==> src/rtl/mem_request_responder.sv <==
// ---------------------------------------------------------------------------
// mem_request_responder
//
// Backing store and fixed-latency model placed behind the memory controller
// request ports in simulation. One write and one read request may be accepted
// per cycle with no backpressure. Writes commit to storage at the accepting
// edge. Each accepted request is acknowledged after a fixed pipeline latency,
// strictly in acceptance order per port.
//
// Ports
//   clk             clock, all logic on posedge
//   reset           synchronous, active-high reset
//   wr_address      write request address
//   wr_en           write request valid
//   wr_data         write request data
//   wr_ret_address  address of the write being acknowledged
//   wr_ret_ack      one-cycle pulse per accepted write, WR_LATENCY after accept
//   rd_address      read request address
//   rd_en           read request valid
//   rd_ret_data     read return data
//   rd_ret_address  address of the read being returned
//   rd_ret_ack      one-cycle pulse per accepted read, RD_LATENCY after accept
//   rd_inflight     number of accepted reads not yet returned
// ---------------------------------------------------------------------------
module mem_request_responder #(
    parameter int ADDR_WIDTH = 16,
    parameter int DATA_WIDTH = 16,
    parameter int MEM_BITS   = 8,
    parameter int RD_LATENCY = 4,
    parameter int WR_LATENCY = 2
) (
    input  logic                            clk,
    input  logic                            reset,
    input  logic [ADDR_WIDTH-1:0]           wr_address,
    input  logic                            wr_en,
    input  logic [DATA_WIDTH-1:0]           wr_data,
    output logic [ADDR_WIDTH-1:0]           wr_ret_address,
    output logic                            wr_ret_ack,
    input  logic [ADDR_WIDTH-1:0]           rd_address,
    input  logic                            rd_en,
    output logic [DATA_WIDTH-1:0]           rd_ret_data,
    output logic [ADDR_WIDTH-1:0]           rd_ret_address,
    output logic                            rd_ret_ack,
    output logic [$clog2(RD_LATENCY+1)-1:0] rd_inflight
);

    localparam int DEPTH = 2 ** MEM_BITS;
    localparam int CNT_W = $clog2(RD_LATENCY + 1);

    // -----------------------------------------------------------------------
    // Storage and request qualification
    // -----------------------------------------------------------------------
    logic [DATA_WIDTH-1:0] mem [DEPTH];

    logic                wr_accept;
    logic                rd_accept;
    logic [MEM_BITS-1:0] wr_idx;
    logic [MEM_BITS-1:0] rd_idx;

    // Requests seen while reset is high are dropped entirely.
    assign wr_accept = wr_en & ~reset;
    assign rd_accept = rd_en & ~reset;

    // Only the low MEM_BITS address bits select a word; the full address is
    // still carried down the pipelines and echoed on the return.
    assign wr_idx = wr_address[MEM_BITS-1:0];
    assign rd_idx = rd_address[MEM_BITS-1:0];

    // NOTE: storage has no reset branch; contents survive reset and a
    // reset-free array maps onto plain RAM instead of a wide flop bank.
    always_ff @(posedge clk) begin
        if (wr_accept) begin
            mem[wr_idx] <= wr_data;
        end
    end

    // -----------------------------------------------------------------------
    // Write return pipeline: stage 0 loads at the accepting edge, so the last
    // stage (WR_LATENCY-1) is visible exactly WR_LATENCY cycles after accept.
    // -----------------------------------------------------------------------
    logic [WR_LATENCY-1:0] wr_vld;
    logic [ADDR_WIDTH-1:0] wr_addr_pipe [WR_LATENCY];

    // NOTE: every sequential block uses non-blocking assignments so each
    // stage samples its neighbour's pre-edge value, giving a true shift.
    always_ff @(posedge clk) begin
        if (reset) begin
            wr_vld <= '0;
            for (int i = 0; i < WR_LATENCY; i++) begin
                wr_addr_pipe[i] <= '0;
            end
        end else begin
            wr_vld[0] <= wr_en;
            if (wr_en) begin
                wr_addr_pipe[0] <= wr_address;
            end
            for (int i = 1; i < WR_LATENCY; i++) begin
                wr_vld[i] <= wr_vld[i-1];
                // Payload only advances with a valid entry, so the output
                // stage holds the last returned address between acks.
                if (wr_vld[i-1]) begin
                    wr_addr_pipe[i] <= wr_addr_pipe[i-1];
                end
            end
        end
    end

    assign wr_ret_ack     = wr_vld[WR_LATENCY-1];
    assign wr_ret_address = wr_addr_pipe[WR_LATENCY-1];

    // -----------------------------------------------------------------------
    // Read return pipeline. Storage is sampled into stage 0 at the accepting
    // edge; because the write above lands on the same edge, a same-index
    // collision returns the pre-write word (read-first).
    // -----------------------------------------------------------------------
    logic [RD_LATENCY-1:0] rd_vld;
    logic [ADDR_WIDTH-1:0] rd_addr_pipe [RD_LATENCY];
    logic [DATA_WIDTH-1:0] rd_data_pipe [RD_LATENCY];

    always_ff @(posedge clk) begin
        if (reset) begin
            rd_vld <= '0;
            for (int i = 0; i < RD_LATENCY; i++) begin
                rd_addr_pipe[i] <= '0;
                rd_data_pipe[i] <= '0;
            end
        end else begin
            rd_vld[0] <= rd_en;
            if (rd_en) begin
                rd_addr_pipe[0] <= rd_address;
                rd_data_pipe[0] <= mem[rd_idx];
            end
            for (int i = 1; i < RD_LATENCY; i++) begin
                rd_vld[i] <= rd_vld[i-1];
                if (rd_vld[i-1]) begin
                    rd_addr_pipe[i] <= rd_addr_pipe[i-1];
                    rd_data_pipe[i] <= rd_data_pipe[i-1];
                end
            end
        end
    end

    assign rd_ret_ack     = rd_vld[RD_LATENCY-1];
    assign rd_ret_address = rd_addr_pipe[RD_LATENCY-1];
    assign rd_ret_data    = rd_data_pipe[RD_LATENCY-1];

    // -----------------------------------------------------------------------
    // Outstanding read counter. It retires on the edge that consumes the
    // output stage, so with continuous reads it saturates at RD_LATENCY.
    // -----------------------------------------------------------------------
    always_ff @(posedge clk) begin
        if (reset) begin
            rd_inflight <= '0;
        end else begin
            unique case ({rd_accept, rd_vld[RD_LATENCY-1]})
                2'b10:   rd_inflight <= rd_inflight + CNT_W'(1);
                2'b01:   rd_inflight <= rd_inflight - CNT_W'(1);
                default: rd_inflight <= rd_inflight;
            endcase
        end
    end

endmodule

==> config.mk <==
export PLATFORM = sky130hd
export DESIGN_NAME = mem_request_responder
export DESIGN_NICKNAME = d
export VERILOG_FILES = /design/src/rtl/mem_request_responder.sv
export SDC_FILE = /design/constraint.sdc
export NUM_CORES = 2
export LEC_CHECK = 0
export CORE_UTILIZATION = 60
export CTS_CLUSTER_DIAMETER = 80
export DETAILED_ROUTE_END_ITERATION = 10
export GPL_ROUTABILITY_DRIVEN = 0
export MAX_ROUTING_LAYER = met4
export PLACE_DENSITY_LB_ADDON = 0.08
export SLEW_MARGIN = 25
export SYNTH_ARGS = -nofsm -noshare
export SYNTH_HDL_FRONTEND = slang
export SYNTH_MEMORY_MAX_BITS = 65536
export SYNTH_SLANG_ARGS = --single-unit
export TNS_END_PERCENT = 1
==> constraint.sdc <==
create_clock -name clk -period 4.3 [get_ports clk]
set_input_delay 0.645 -clock clk [delete_from_list [all_inputs] [get_ports clk]]
set_output_delay 0.645 -clock clk [all_outputs]
set_load 0.005 [all_outputs]
Word-level counts from Yosys, hierarchy flattened --
Memories as Yosys holds them, arrays and structs flattened. Index checks and enable logic that the tools add are counted. Widths: inputs -> output; s select.
Cells by class: reduce and logical (&&, ||, !) cells 1, $lt $le $gt $ge 0, bitwise gates (word level) 13, mux-type cells 33, shifts and indexed selects 0, multiply operators 0, div/mod/pow operators 0, add/sub/neg operators 2, equal/unequal tests 2
Operators with widths (count):
- $mux 16 | 10
- $mux 1 | 22
- $or 1x1->1 | 10
- $pmux 3 s2 | 1
- $add 3x1->3 const B | 1
- $sub 3x1->3 const B | 1
- $and 1x1->1 | 2
- $eq 2x1->1 const B | 1
- $eq 2x2->1 const B | 1
- $reduce_bool 2->1 | 1
- $not 1->1 | 1
Word-level totals: output and inout port bits 53, bits in registers 9, latch bits 0, word-level logic and storage cells 58, bits in writable memories 4256, memories 4, ROM bits 0
Memory list:
- mem | words 256, width 16, rd ports 1, clocked after Yosys merged registers in 0, wr ports 1, RTL line 53 | logic [DATA_WIDTH-1:0] mem [DEPTH];
- rd_addr_pipe | words 4, width 16, rd ports 4, clocked after Yosys merged registers in 0, wr ports 4, RTL line 117 | logic [ADDR_WIDTH-1:0] rd_addr_pipe [RD_LATENCY];
- rd_data_pipe | words 4, width 16, rd ports 4, clocked after Yosys merged registers in 0, wr ports 4, RTL line 118 | logic [DATA_WIDTH-1:0] rd_data_pipe [RD_LATENCY];
- wr_addr_pipe | words 2, width 16, rd ports 2, clocked after Yosys merged registers in 0, wr ports 2, RTL line 82 | logic [ADDR_WIDTH-1:0] wr_addr_pipe [WR_LATENCY];

Depth between registers and ports, before layout --
depth in word-level cells 4, gate-level depth with buffers 15, depth with buffers taken out 8

Worst setup path after synthesis --
Ideal clock, no wire load.
path kind input to register, start input port rd_address[1], end memory rd_data_pipe[0][9] (data pin), data required time 4024 ps, path buffers 4, stages 8, arrival time 2937 ps, slack 1087 ps, cells stage by stage buf_4 > buf_4 > clkbuf_1 > buf_1 > mux4_2 > mux4_2 > a2111oi_1 > nand4_1
RTL lines:
- from (decl) | RTL line 39 | input logic [ADDR_WIDTH-1:0] rd_address,
- to (decl) | RTL line 118

==> impl_metrics.ini <==
[routing]
detail_route.iter0.violations = 12800
detail_route.wirelength_um = 463000
routedWlPerCell_um = 36.9
dr_total_vias = 85600
firstDrtPassIters = 8
drc_errors = 0
drtAntennaViolNets = 0
avgViaCountPerCell = 6.83

[cts]
cts_tree = built
post-cts-setup-buffers = 0
cts.clk_slew.worst_paths_ns = 0.06
cts_htree_levels = 5
clock_latency_ns = 0.97
cts_max_path_buffers = 4
ctsResizeCount = 0
clockRootBuffer = clkbuf_16
cts_buffers = 423
cts.sinks = 4265
hold_buffers = 0

[yosys]
yosys_register_bits = 4265
async_reset_ff_share_pct = 0
ys_warn_count = 0
avgSynthCellArea_sq_um = 21.4
synth_cell_types = 81
synth_area_sq_mm = 0.165
synth_fp_nets = 7763
ys_seq_area_share_pct = 77.7
synthFlopType = edfxtp_1
synthCells = 7709
synth_edf_count = 4256

[worst_hold_path]
hold_path_end = mem[195][13]
min_delay_path_depth = 1
hold_class = in2reg
hold_start = wr_data[13]

[worst_setup_path]
r2r_slack_ns = 1.07
cp_max_fo = 33
cp.required_ns = 5.00
crit_start = rd_address[0]
r2r_start = mem[147][10]
startpoint_type = primary input
r2r_cells = 7
cp-end-kind = register
cp_data_arrival_time_ns = 4.28
r2r_end = rd_data_pipe[0][10]
crit_type = in2reg

[flow_run]
cap_violations = 0

[timing]
fmax_mhz = 279
tightest_slew_ns = 1.30
hold_violations = 0
skew_ns = 0.0440
period_needed_ns = 3.58
drv_slew = 0
fin_setup_tns_ns = 0
fin_crit_sh_pct = 83.3
rsz0062_at_grt = no
hold_slack_ns = 0.0755
relSlewSlack_pct = 13.5
finalSetupViolCount = 0

[power_and_ir_drop]
power_frac_clock_pct = 42.2
ir_worst_vdd_mv = 0.373
p_sw_mw = 18.5
combPwrFrac_pct = 5.2
p_int_mw = 68.9
leakagePower_nw = 61.5
seqPwrFrac_pct = 52.6
switching_share_pct = 21.1
powerDensity_mw_per_mm2 = 461

[die]
initial_core_util_pct = 60.3
die_area_sq_mm = 0.277
die_w_um = 526
num_rows = 192
ios = 105
coreArea_sq_mm = 0.273
fp.dieH_um = 526

[outcome]
status = finished clean

[global_routing]
grt_remaining_overflow = 0
first_global_vias = 83300
grt_max_degree = 139
antenna_found_initial = 34
grt_usage_pct = 34.7
grt_pass1_wl_um = 646000

[finish]
layout.area.seq_sq_mm = 0.128
multi_input_area_sq_mm = 0.0345
post-route-util_pct = 69.4
areaGrowthSynthToFinish_pct = 15.1
post_layout_nonfiller_instances = 12500
drive_gt1_share_pct = 28.5
fill_cells = 16800
nets = 8641

[placed_design]
placed_cells = 11700
hpwl_um = 290000
numPortBuffers = 104
worst max path at each step:
stage                     endpoint  slack [ns]  cells after the start
2_1_floorplan   rd_data_pipe[0][9]        1.09                      8
3_3_place_gp   rd_data_pipe[0][12]       -0.29                     10
3_5_place_dp   rd_data_pipe[0][12]       -0.30                     10
4_1_cts        rd_data_pipe[0][12]        0.70                     10
5_1_grt         rd_data_pipe[0][7]        0.72                     11
6_report        rd_data_pipe[0][7]        0.72                     11
worst max-delay path, cell delays in order:
cell and delay [ns]:
buf_16 0.31, buf_4 0.24, buf_12 0.24, buf_12 0.27, mux2i_1 0.23, o221ai_1 0.22
a21oi_1 0.26, o21ai_0 0.35, a211oi_1 0.98, buf_4 0.30, nand4b_1 0.10
stage by stage:
stage          setup WS [ns]  power, mW  cell area, sq um
2_1_floorplan           1.09       48.9            165000
3_3_place_gp          -0.293       51.2            176000
3_5_place_dp          -0.299       51.3            176000
4_1_cts                0.696       87.6            189000
5_1_grt                0.724       89.3            190000
6_report               0.720       87.4            190000
flip-flops by register name, indices dropped and copies added (netlist names):
register,cells
rd_inflight,3
wr_addr_pipe,32
mem,4096
rd_data_pipe,64
rd_vld,4
rd_addr_pipe,64
wr_vld,2
cells in the final DEF, fill, tap and decap left out, types with 97 or more instances in the layout:
cell type	netlist	routed
a21oi_1	98	97
and2_1	138	138
buf_12	5	117
buf_4	88	707
clkbuf_16	0	430
clkinv_1	1	97
edfxtp_1	4256	4256
mux2i_1	465	465
mux4_2	845	845
nand2_1	137	136
nor2_1	319	168
nor2_2	0	150
o221ai_1	145	145
o22ai_1	113	113
cell type report:
type,instances,area share [%]
inverter,9,0.0231
clock inverter,247,1.38
timing repair buffer,929,4.67
tap,3589,2.37
sequential,4265,67.5
multi-input combinational,2959,18.2
clock buffer,521,5.85
antenna,20,0.0264
layer usage:
layer / vias to the layer above / track usage, % / share of wire, %
li1: 34100 / - / -
met1: 45300 / 47.5 / 37
met2: 5277 / 51.5 / 47
met3: 939 / 7.08 / 11
met4: 0 / 14.6 / 4.9
met5: - / - / 0
kinds of logic after synthesis:
logic type / Yosys count / synth area share [%]
compound gates: 680 / 2.95
xor+xnor: 2 / 0.0106
fa+ha+maj: 2 / 0.0197
buf+inv: 485 / 1.74
flops: 4265 / 77.7
mux: 1382 / 15.0
simple gates: 893 / 2.65
synthesized netlist by cell type (all sizes together) (12+ instances only):
cell,count,area share (%)
nor2b,60,0.23
mux4,854,12
nand2b,13,0.049
o221ai,145,0.77
and2,146,0.55
buf,267,1.2
nand4,34,0.13
o22a,12,0.064
nand3,82,0.25
a211oi,27,0.12
a21oi,98,0.30
a22oi,51,0.23
nor2,319,0.73
clkbuf,209,0.48
o22ai,113,0.43
a31oi,20,0.076
nor3,35,0.11
mux2,63,0.44
a221oi,36,0.21
o21ai,78,0.24
o21a,13,0.059
nand2,137,0.31
edfxtp,4256,78
nor4,14,0.057
mux2i,465,2.8
power groups by stage:
stage	sequential, mW	clock (mW)	combinational, mW
floorplan	46.8	0	2.15
global placement	46.8	0	4.39
detailed placement	46.8	0	4.46
CTS	46.0	37.2	4.47
global route	45.9	38.7	4.64
finish	46.0	36.9	4.51
No activity file was read; power rests on OpenSTA's default activity.
